`src/rtl/braille_cell_driver_pkg.sv`:
```
// Shared definitions for the braille cell driver: state encoding, cell
// geometry and the grade-1 braille dot patterns for 'a'..'z'.
// Bit k of a pattern raises braille dot k+1.
package braille_cell_driver_pkg;

  typedef enum logic [1:0] {
    IDLE = 2'd0,
    SHOW = 2'd1,
    GAP  = 2'd2
  } state_t;

  localparam int unsigned NUM_LETTERS = 26;
  localparam int unsigned DOTS_W      = 6;

  localparam logic [DOTS_W-1:0] BRAILLE_LUT [NUM_LETTERS] = '{
    6'b000001,  // a
    6'b000011,  // b
    6'b001001,  // c
    6'b011001,  // d
    6'b010001,  // e
    6'b001011,  // f
    6'b011011,  // g
    6'b010011,  // h
    6'b001010,  // i
    6'b011010,  // j
    6'b000101,  // k
    6'b000111,  // l
    6'b001101,  // m
    6'b011101,  // n
    6'b010101,  // o
    6'b001111,  // p
    6'b011111,  // q
    6'b010111,  // r
    6'b001110,  // s
    6'b011110,  // t
    6'b100101,  // u
    6'b100111,  // v
    6'b111010,  // w
    6'b101101,  // x
    6'b111101,  // y
    6'b110101   // z
  };

endpackage

```
`src/rtl/braille_cell_driver_lut.sv`:
```
// Combinational letter-index to braille-pattern encoder.
// Indices outside 0..25 flag o_illegal and produce a blank pattern.
module braille_lut
  import braille_cell_driver_pkg::*;
#(
  parameter int unsigned ALPHA_W = 5
) (
  input  logic [ALPHA_W-1:0] i_alpha,
  output logic [DOTS_W-1:0]  o_pattern,
  output logic               o_illegal
);

  // Table lookup guarded by the legal-range check.
  always_comb begin
    o_illegal = (32'(i_alpha) >= NUM_LETTERS);
    o_pattern = '0;
    if (!o_illegal) begin
      o_pattern = BRAILLE_LUT[i_alpha];
    end
  end

endmodule

```
`src/rtl/braille_cell_driver.sv`:
```
// Braille cell driver: accepts letter indices over valid/ready, shows each
// letter's dot pattern for HOLD_CYCLES, blanks for GAP_CYCLES, then pulses
// o_done. A one-entry buffer queues the next letter during display.
// Optional build macro BRAILLE_PWM_EN adds i_duty[7:0] dimming of the dots
// during SHOW via a free-running 8-bit PWM counter.
module braille_cell_driver
  import braille_cell_driver_pkg::*;
#(
  parameter int unsigned ALPHA_W     = 5,
  parameter int unsigned HOLD_CYCLES = 50000000,
  parameter int unsigned GAP_CYCLES  = 10000000,
  parameter int unsigned CNT_W       = 26
) (
  input  logic               clk,
  input  logic               reset,
  input  logic               i_valid,
  input  logic [ALPHA_W-1:0] i_alpha,
`ifdef BRAILLE_PWM_EN
  input  logic [7:0]         i_duty,
`endif
  output logic               o_ready,
  output logic [DOTS_W-1:0]  o_dots,
  output logic               o_busy,
  output logic               o_done,
  output logic               o_err
);

  localparam logic [CNT_W-1:0] HOLD_LAST = CNT_W'(HOLD_CYCLES - 1);
  localparam logic [CNT_W-1:0] GAP_LAST  = CNT_W'(GAP_CYCLES - 1);

  state_t              state;
  logic [CNT_W-1:0]    cnt;
  logic                buf_full;
  logic [DOTS_W-1:0]   buf_pat;
  logic [DOTS_W-1:0]   dots_q;
  logic                done_q;
  logic                err_q;

  logic [DOTS_W-1:0]   lut_pat;
  logic                lut_illegal;
  logic                xfer;
  logic                legal_xfer;
  logic                illegal_xfer;

  braille_lut #(
    .ALPHA_W (ALPHA_W)
  ) u_lut (
    .i_alpha   (i_alpha),
    .o_pattern (lut_pat),
    .o_illegal (lut_illegal)
  );

  // Handshake qualification: ready is simply "buffer empty".
  always_comb begin
    xfer         = i_valid & ~buf_full;
    legal_xfer   = xfer & ~lut_illegal;
    illegal_xfer = xfer & lut_illegal;
  end

  // Display sequencer with one-entry letter buffer; outputs are registered.
  // The buffer holds the encoded pattern so a pop loads dots_q directly.
  always_ff @(posedge clk or posedge reset) begin
    if (reset) begin
      state    <= IDLE;
      cnt      <= '0;
      buf_full <= 1'b0;
      buf_pat  <= '0;
      dots_q   <= '0;
      done_q   <= 1'b0;
      err_q    <= 1'b0;
    end else begin
      done_q <= 1'b0;
      err_q  <= illegal_xfer;
      case (state)
        IDLE: begin
          if (legal_xfer) begin
            state  <= SHOW;
            dots_q <= lut_pat;
            cnt    <= '0;
          end
        end
        SHOW: begin
          if (cnt == HOLD_LAST) begin
            state  <= GAP;
            dots_q <= '0;
            cnt    <= '0;
          end else begin
            cnt <= cnt + 1'b1;
          end
          if (legal_xfer) begin
            buf_full <= 1'b1;
            buf_pat  <= lut_pat;
          end
        end
        GAP: begin
          if (cnt == GAP_LAST) begin
            done_q <= 1'b1;
            cnt    <= '0;
            // Buffered letter has priority; a same-cycle transfer is only
            // possible with an empty buffer and bypasses it.
            if (buf_full) begin
              state    <= SHOW;
              dots_q   <= buf_pat;
              buf_full <= 1'b0;
            end else if (legal_xfer) begin
              state  <= SHOW;
              dots_q <= lut_pat;
            end else begin
              state <= IDLE;
            end
          end else begin
            cnt <= cnt + 1'b1;
            if (legal_xfer) begin
              buf_full <= 1'b1;
              buf_pat  <= lut_pat;
            end
          end
        end
        default: begin
          state  <= IDLE;
          dots_q <= '0;
          cnt    <= '0;
        end
      endcase
    end
  end

`ifdef BRAILLE_PWM_EN
  logic [7:0] pwm_cnt;

  // Free-running PWM phase counter.
  always_ff @(posedge clk or posedge reset) begin
    if (reset) begin
      pwm_cnt <= '0;
    end else begin
      pwm_cnt <= pwm_cnt + 8'd1;
    end
  end

  // Dots are non-zero only in SHOW, so masking dots_q dims just that phase.
  always_comb begin
    o_dots = dots_q & {DOTS_W{pwm_cnt < i_duty}};
  end
`else
  // Static pattern during SHOW.
  always_comb begin
    o_dots = dots_q;
  end
`endif

  // Status outputs derived from registered state.
  always_comb begin
    o_ready = ~buf_full;
    o_busy  = (state != IDLE);
    o_done  = done_q;
    o_err   = err_q;
  end

endmodule

```
`config.mk`:
```
export PLATFORM = sky130hd
export DESIGN_NAME = braille_cell_driver
export DESIGN_NICKNAME = d
export VERILOG_FILES = /design/src/rtl/braille_cell_driver_pkg.sv /design/src/rtl/braille_cell_driver_lut.sv /design/src/rtl/braille_cell_driver.sv
export SDC_FILE = /design/constraint.sdc
export NUM_CORES = 1
export LEC_CHECK = 0
export ABC_CLOCK_PERIOD_IN_PS = 2200
export CAP_MARGIN = 20
export CORE_MARGIN = 2
export CORE_UTILIZATION = 53
export DETAILED_ROUTE_END_ITERATION = 7
export PLACE_DENSITY_LB_ADDON = 0.05
export SLEW_MARGIN = 20
export SYNTH_ARGS = -nofsm -noshare
export SYNTH_HDL_FRONTEND = slang
export SYNTH_SLANG_ARGS = --single-unit
```
`constraint.sdc`:
```
create_clock -name clk -period 2.2 [get_ports clk]
set_clock_uncertainty 0.2 [all_clocks]
set_input_delay 0.66 -clock clk [delete_from_list [all_inputs] [get_ports clk]]
set_output_delay 0.66 -clock clk [all_outputs]
set_load 0.01 [all_outputs]
```
* Word-level counts from Yosys, hierarchy flattened
Memory sizes are Yosys's and may differ from the RTL's.
Index checks and enable logic that the tools add are counted.
** Storage, ports and cells
- Memories kept :: 1
- Bits in registers :: 43
- Memory bits (writable) :: 0
- Output and inout port bits :: 10
- ROM bits :: 192
- Word-level logic and storage cells :: 57
- Latch bits :: 0
** Memories
- (name not given) :: depth 32, bits a word 6, rd ports 1, clocked after memory_dff 0, wr ports 0, RTL line braille_cell_driver_lut.sv:18 : o_pattern = BRAILLE_LUT[i_alpha];
** Operators by class
- Reductions and logical operators :: 6
- Mux-type cells :: 26
- Add/sub/neg operators :: 1
- Multiply operators :: 0
- Equal/unequal tests :: 8
- Div/mod/pow operators :: 0
- Order comparisons :: 2
- Shift operators :: 0
- Bitwise logic cells :: 6
** Operator list (count)
- $mux W26 :: 3
- $pmux W26 S3 :: 1
- $mux W6 :: 9
- $add A26 B1 Y26 const B :: 1
- $eq A26 B24 Y1 const B :: 1
- $eq A26 B26 Y1 const B :: 1
- $pmux W6 S3 :: 1
- $pmux W6 S2 :: 1
- $ne A2 B2 Y1 const B :: 4
- $ge A6 B6 Y1 const B :: 1
- $mux W1 :: 6
- $mux W2 :: 3
- $not A5 Y6 :: 1
- $pmux W2 S3 :: 1
- $ge A5 B5 Y1 const B :: 1
- $reduce_and A2 Y1 :: 2
- $reduce_bool A2 Y1 :: 2
- $and A1 B1 Y1 :: 3
- $reduce_and A3 Y1 :: 1
- $eq A2 B1 Y1 const B :: 1
- $eq A2 B2 Y1 const B :: 1
- $logic_not A2 Y1 :: 1
- $not A1 Y1 :: 2
- $pmux W1 S2 :: 1

* Logic depth before layout (Yosys ltp)
Gate-level depths: netlist of the first run.
- Depth in word-level cells :: 9
- Gate-level depth with buffers :: 9
- Mapped depth without buffers :: 7

* By module
From an unflattened synthesis of the first run, not the netlist that was laid out.
** Second synthesis, totals
- Cell total of the unflattened synthesis :: 275
- Area total of the unflattened synthesis :: 2605.0 µm²
** By module, submodules not included
- braille_cell_driver :: instances 1, sequential area each 1076.0 µm², cells each 228, area each 2267.2 µm²
- braille_lut :: instances 1, sequential area each 0.0 µm², cells each 47, area each 337.8 µm²

* Least setup slack after synthesis of the first run
No wires, ideal clock.
- Path type :: input to register
- Start :: in i_alpha[0]
- End :: reg cnt[19]
- Library setup time :: 88 ps
- Stages on the path :: 8
- Path buffers :: 1
- Arrival time :: 2549 ps
- Setup slack :: -637 ps
- Cells stage by stage :: inv_1 -> ha_1 -> o311ai_2 -> a21oi_2 -> or4_1 -> clkbuf_1 -> or3_1 -> a22oi_1
** On the way
- Cells in the longest elaborated chain, start to end :: 4
** Ends and longest elaborated chain
- start: declaration :: RTL line braille_cell_driver.sv:17 : input logic [ALPHA_W-1:0] i_alpha,
- $ge A5 B5 Y1 :: RTL line braille_cell_driver_lut.sv:15 : o_illegal = (32'(i_alpha) >= NUM_LETTERS);
- $not A1 Y1 :: RTL line braille_cell_driver.sv:56 : legal_xfer = xfer & ~lut_illegal;
- $and A1 B1 Y1 :: RTL line braille_cell_driver.sv:56
- $ne A2 B2 Y1 (no source line)
- end signal: assignment :: RTL line braille_cell_driver.sv:88 : cnt <= cnt + 1'b1;
- end signal: assignment :: RTL line braille_cell_driver.sv:112 : cnt <= cnt + 1'b1;
- end: declaration :: RTL line braille_cell_driver.sv:32 : logic [CNT_W-1:0] cnt;
No other way between the ends.
A chain may end at the register's enable or synchronous reset.

* Worst setup path in the final report of the first run
- Start :: reg cnt[11]
- End :: reg cnt[12]
** On the way
- Cells in the longest elaborated chain, start to end :: 3
- Elaborated cells on any way between the ends :: 6
- Those cells by class :: add/sub (1); eq/ne (2); mux (3)
** Ends and longest elaborated chain
- $add A26 B1 Y26, or another cell as far along :: RTL line braille_cell_driver.sv:88, braille_cell_driver.sv:112
- $mux W26, on equally long branches :: RTL line braille_cell_driver.sv:96, braille_cell_driver.sv:83
- $pmux W26 S3 (*) :: RTL line braille_cell_driver.sv:74 : case (state)
Mark *: on every way between the ends. The rest lies on a longest branch, timed or not.

==> results of run 1 <==
## cell type report
| cell class | instances | share of cell area |
|---|---|---|
| tap | 67 | 0.0218 |
| multi-input combinational | 215 | 0.455 |
| timing repair buffer | 93 | 0.208 |
| clock buffer | 5 | 0.0179 |
| sequential | 43 | 0.280 |
| inverter | 12 | 0.0150 |
| clock inverter | 1 | 0.00195 |
## sequential cells by signal (all words and copies together), names as in the netlist
signal    count
o_err         1
o_dots        6
cnt          26
buf_full      1
o_done        1
state         2
buf_pat       6
## power by group
group / internal (mW) / total (mW) / switching [mW]
Clock: 0.211 / 0.487 / 0.276
Combinational: 0.426 / 1.04 / 0.609
Sequential: 0.812 / 0.825 / 0.0128
Total: 1.45 / 2.35 / 0.898
## synth_stat cells (all sizes together), types with 3 or more instances
cell     instances  area (um^2)
dfrtp           43         1080
a21oi           23          119
nand2           18         67.6
nand3           16         80.1
o21ai           16         80.1
inv             12         45.0
clkbuf          11         41.3
nor2            11         41.3
xnor2           10         87.6
ha               9          113
xor2             9         78.8
nand4            8         50.1
a22oi            7         52.6
nor4             7         58.8
or3              7         43.8
buf              6         27.5
nand2b           6         37.5
nor2b            6         37.5
mux2             5         56.3
nor3             5         25.0
o31ai            5         37.5
and3             4         25.0
and4             4         35.0
a22o             3         26.3
a32oi            3         26.3
nor4b            3         26.3
o2bb2ai          3         26.3
## path summary, 6_finish.rpt
kind / slack (ns) / endpoint / cells after the start / startpoint
max: -0.24 / cnt[12] / 8 / cnt[11]
min: 0.31 / buf_pat[4] / 1 / buf_pat[4]
max reg2reg: -0.24 / cnt[12] / 8 / cnt[11]
min reg2reg: 0.31 / buf_pat[4] / 1 / buf_pat[4]
max in group asynchronous: 1.07 / buf_full / 3 / reset
min in group asynchronous: 0.49 / cnt[9] / 3 / reset
## metrics by stage
step | instances | cell area, um^2
after floorplan | 287 | 2770
after global placement | 422 | 3470
after detailed placement | 422 | 3470
after CTS | 435 | 3740
after global routing | 436 | 3840
final | 436 | 3840
## logic make-up (layout without fill, tap and decap cells)
| kind of cell | Yosys count | in the layout |
|---|---|---|
| multiplexers | 6 | 6 |
| AO/OA/AOI/OAI | 76 | 76 |
| buffers and inverters | 29 | 111 |
| AND/OR/NAND/NOR | 105 | 105 |
| XOR/XNOR | 19 | 19 |
| adder cells (fa/ha/maj) | 9 | 9 |
| flip-flops | 43 | 43 |
## worst max-delay path, cell delays in order (launching register included)
cell       delay [ns]
dfrtp_1          0.39
or4b_4           0.58
nor4_4           0.29
a31oi_2          0.17
buf_4            0.18
o21ai_4          0.18
buf_12           0.14
clkbuf_16        0.14
a21oi_1          0.07
## routing by layer
metal	wire length (um)	vias to the layer above	GRT usage
li1	-	1231	-
met1	3570	1236	0.402
met2	3560	59	0.429
met3	363	10	0.0442
met4	103	0	0.0675
met5	0	-	0
## what timing repair did
item / 4_1_cts / 5_1_grt
pin swaps: 11 / 16
buffers inserted: 6 / 1
cloned: 1 / 1
resized for setup: 39 / 20
endpoints found under the setup margin: 43 / 42
hold buffers: 0 / 0
==> results_dict.tcl, run 1 <==
set metrics [dict create \
    status "finished with violations" \
    violations "setup timing" \
    fin_crit_ns 2.44 \
    hpwl_mm 4.81 \
    n_antenna_cell 0 \
    path_max_fanout 6 \
    grt_first_pass_wirelength_mm 11.6 \
    ff_latch_area_mm2 0.00108 \
    die_x_um 74.8 \
    wire_per_inst_um 17.4 \
    cts_sinks 43 \
    multiInputGateArea_mm2 0.00175 \
    maxCapViolations 0 \
    synthAdderAreaFrac 0.0424 \
    synth_seq_cells 43 \
    viasPerCell 5.82 \
    cellPowerDensity_mw_per_mm2 611 \
    start_kind "register" \
    async_flop_share 1.00 \
    cts_tree "built" \
    coreArea_mm2 0.00479 \
    critPathRequiredTime_ns 2.19 \
    synth_ff_type "dfrtp_1" \
    clkTransAtPathRegs_ns 0.08 \
    syn-mean-instance-area_um2 9.25 \
    peakVddDrop_uv 585 \
    worstSetupEndpointType "register" \
    critPathArrivalTime_ns 2.44 \
    fin_crit_sh 1.11 \
    clock_path_buffers 2 \
    dp_slack_ns -1.04 \
    setup_viol 37 \
    fp-row-count 25 \
    slew_viol_final 0 \
    antenna_found_initial 0 \
    leakage_nw 1.64 \
    seq_area_frac_synth 0.405 \
    grt_max_degree 44 \
    final_common_cell "buf_4" \
    drive_above_1_share 0.366 \
    synth_cells 287 \
    clock_latency_ns 0.30 \
    hold_ws_ns 0.306 \
    die_h_um 74.8 \
    routed_wl_mm 7.59 \
    ys.warnings.count 0 \
    max-slew-margin-rel 0.677 \
    start_util 0.555 \
    rsz0062_at_grt "true" \
    setup_ws_ns -0.244 \
    setup.worst_path.class "reg -> reg" \
    port_buffers 17 \
    synth-xor-area-share 0.0627 \
    layout_common_cells "buf_4, dfrtp_1, nand2_1" \
    synth_compound_area_frac 0.192 \
    utilization 0.803 \
    io_pins 18 \
    grt_use_total 0.275 \
    cts_buffers 5 \
    yosysUniqueCellTypes 52 \
    drtIter0Drc 235 \
    fin_nets 387 \
    die_area_mm2 0.00559 \
    finalHoldViolCount 0 \
    hp-class "reg -> reg" \
    dr.pass1.iters 5 \
    synth_enable_flop_cells 0 \
    synth_top_family_by_area "simple AND/OR/NAND/NOR gates" \
    drc 0 \
    syn_nets 304 \
    place.gp.congestion 0.878 \
    ant_nets 0 \
    gr-total-overflow 0 \
    synth.area.mux_share 0.0250 \
    tightest_slew_ns 0.481 \
    cts_root_buf "clkbuf_8" \
    grt_pass1_vias 2378 \
    synth_area_mm2 0.00265 \
    synth-simple-area-share 0.230 \
    htreeDepth 2 \
    area_growth_pct 44.9 \
    vias 2536 \
    fill_cells 308 \
    p_total_mw 2.35 \
    fmax_mhz 409 \
    fin_setup_tns_ns -6.32 \
]
Note: power is estimated with default switching activity, not from simulation.
==> inputs of run 2 (changes only) <==
SLEW_MARGIN = 30   (was 20)
==> results of run 2 <==
Same layout as run 1: the final DEF is identical, and so are final timing and power.
==> inputs of run 3 (changes only) <==
ABC_CLOCK_PERIOD_IN_PS = 2100   (was 2200)
clock period = 2.1 ns   (was 2.2 ns; I/O delays follow)
==> results_dict.tcl, run 3 (synthesis gave the netlist of run 1 again) <==
set metrics [dict create \
    status "finished with violations" \
    violations "setup timing" \
    max-slew-margin-rel 0.737 \
    critPathArrivalTime_ns 2.39 \
    crit_end "o_dots[1]" \
    gr-total-overflow 0 \
    fmax_mhz 419 \
    cp-startpoint "cnt[11]" \
    grt_use_total 0.267 \
    area_growth_pct 45.5 \
    leakage_nw 1.70 \
    r2r_end "o_dots[1]" \
    holdBufCountCts 0 \
    antenna_found_initial 0 \
    cellPowerDensity_mw_per_mm2 637 \
    place.gp.congestion 0.910 \
    die_x_um 74.8 \
    r2r_cells 6 \
    p_total_mw 2.46 \
    setup_viol 42 \
    finalHoldViolCount 0 \
    tightest_slew_ns 0.389 \
    viasPerCell 5.83 \
    worstSetupEndpointType "register" \
    start_kind "register" \
    vias 2602 \
    dp.cells 430 \
    rrSetupSlack_ns -0.28 \
    die_h_um 74.8 \
    clock_path_buffers 2 \
    crit_buf_inv 1 \
    drtIter0Drc 113 \
    htreeDepth 2 \
    io_pins 18 \
    port_buffers 17 \
    fin_setup_tns_ns -9.74 \
    path_cells "or4b_4 > nor4_4 > buf_4 > a21boi_4 > or3_4 > a22o_1" \
    grt_max_degree 44 \
    cts_buffers 5 \
    fp-row-count 25 \
    layout_common_cells "buf_4, dfrtp_1, a21oi_1" \
    clkTransAtPathRegs_ns 0.08 \
    largest_reg_flops 26 \
    slew_viol_final 0 \
    start_util 0.555 \
    cts_sinks 43 \
    wire_per_inst_um 17.0 \
    dr.pass1.iters 5 \
    top_register "cnt" \
    fin_crit_ns 2.38 \
    cts_tree "built" \
    cp_num_cells 6 \
    fin_crit_sh 1.14 \
    rsz0062_at_grt "true" \
    ant_nets 0 \
    critPathRequiredTime_ns 2.10 \
    drc 0 \
    grt_first_pass_wirelength_mm 11.3 \
    fin_nets 395 \
    peakVddDrop_uv 728 \
    final_common_cell "buf_4" \
    dp_slack_ns -1.18 \
    clock_latency_ns 0.32 \
    drive_above_1_share 0.361 \
    maxCapViolations 0 \
    crit_family "simple AND/OR/NAND/NOR gates" \
    setup_ws_ns -0.285 \
    layout.cells.non_filler 446 \
    die_area_mm2 0.00559 \
    r2r_start "cnt[11]" \
    routed_wl_mm 7.59 \
    slowest_stage "or4b_4" \
    grt_pass1_vias 2310 \
    hp-class "reg -> reg" \
    critical-path-max-stage-delay_ns 0.57 \
    cts_root_buf "clkbuf_8" \
    setup.worst_path.class "reg -> reg" \
    coreArea_mm2 0.00479 \
    n_antenna_cell 0 \
    hpwl_mm 4.95 \
    path_max_fanout 6 \
]
-- run 3: power by group --
part / switching, mW / internal [mW] / total, mW
logic: 0.606 / 0.435 / 1.04
registers: 0.0149 / 0.851 / 0.866
clock network: 0.321 / 0.233 / 0.554
total: 0.941 / 1.52 / 2.46
-- run 3: final cells by class --
type | count | area, um^2
multi-input cells | 215 | 1680
repair buffers | 101 | 877
clock inverters | 2 | 12.5
fillers | 315 | 926
inverters | 12 | 57.6
well taps | 67 | 83.8
clock buffers | 6 | 72.6
flip-flops and latches | 43 | 1080
-- run 3: worst min path at each step --
stage,startpoint,end,slack [ns],cells after the start
finish,o_dots[2],o_dots[2],0.30,1
global placement,buf_pat[3],buf_pat[3],0.27,2
detailed placement,buf_pat[3],buf_pat[3],0.28,2
global route,o_dots[2],o_dots[2],0.32,1
CTS,o_dots[2],o_dots[2],0.30,1
floorplan,buf_pat[3],buf_pat[3],0.26,2
-- run 3: worst register-to-register path, stage by stage, from the launching register on --
cell      delay, ns
dfrtp_1        0.38
or4b_4         0.57
nor4_4         0.24
buf_4          0.19
a21boi_4       0.06
or3_4          0.39
a22o_1         0.25
-- run 3: metrics by stage --
stage | hold WS, ns | util | area (um^2)
2_1_floorplan | 0.261 | - | 2770
3_3_place_gp | 0.274 | 0.737 | 3530
3_5_place_dp | 0.284 | 0.737 | 3530
4_1_cts | 0.304 | 0.775 | 3710
5_1_grt | 0.321 | 0.807 | 3860
6_report | 0.302 | 0.807 | 3860
-- run 3: layer usage --
layer / global-route usage / wire (um) / vias up
li1: - / - / 1252
met1: 0.396 / 3530 / 1248
met2: 0.406 / 3490 / 90
met3: 0.0482 / 442 / 12
met4: 0.0714 / 127 / 0
met5: 0 / 0 / -
-- run 3: what timing repair did --
| action | in CTS | in global routing |
|---|---|---|
| pin swaps | 7 | 6 |
| endpoints found under the setup margin | 43 | 43 |
| gates cloned | 0 | 1 |
| setup buffers | 3 | 4 |
| resized for setup | 40 | 23 |
| hold endpoints to repair | 0 | 0 |
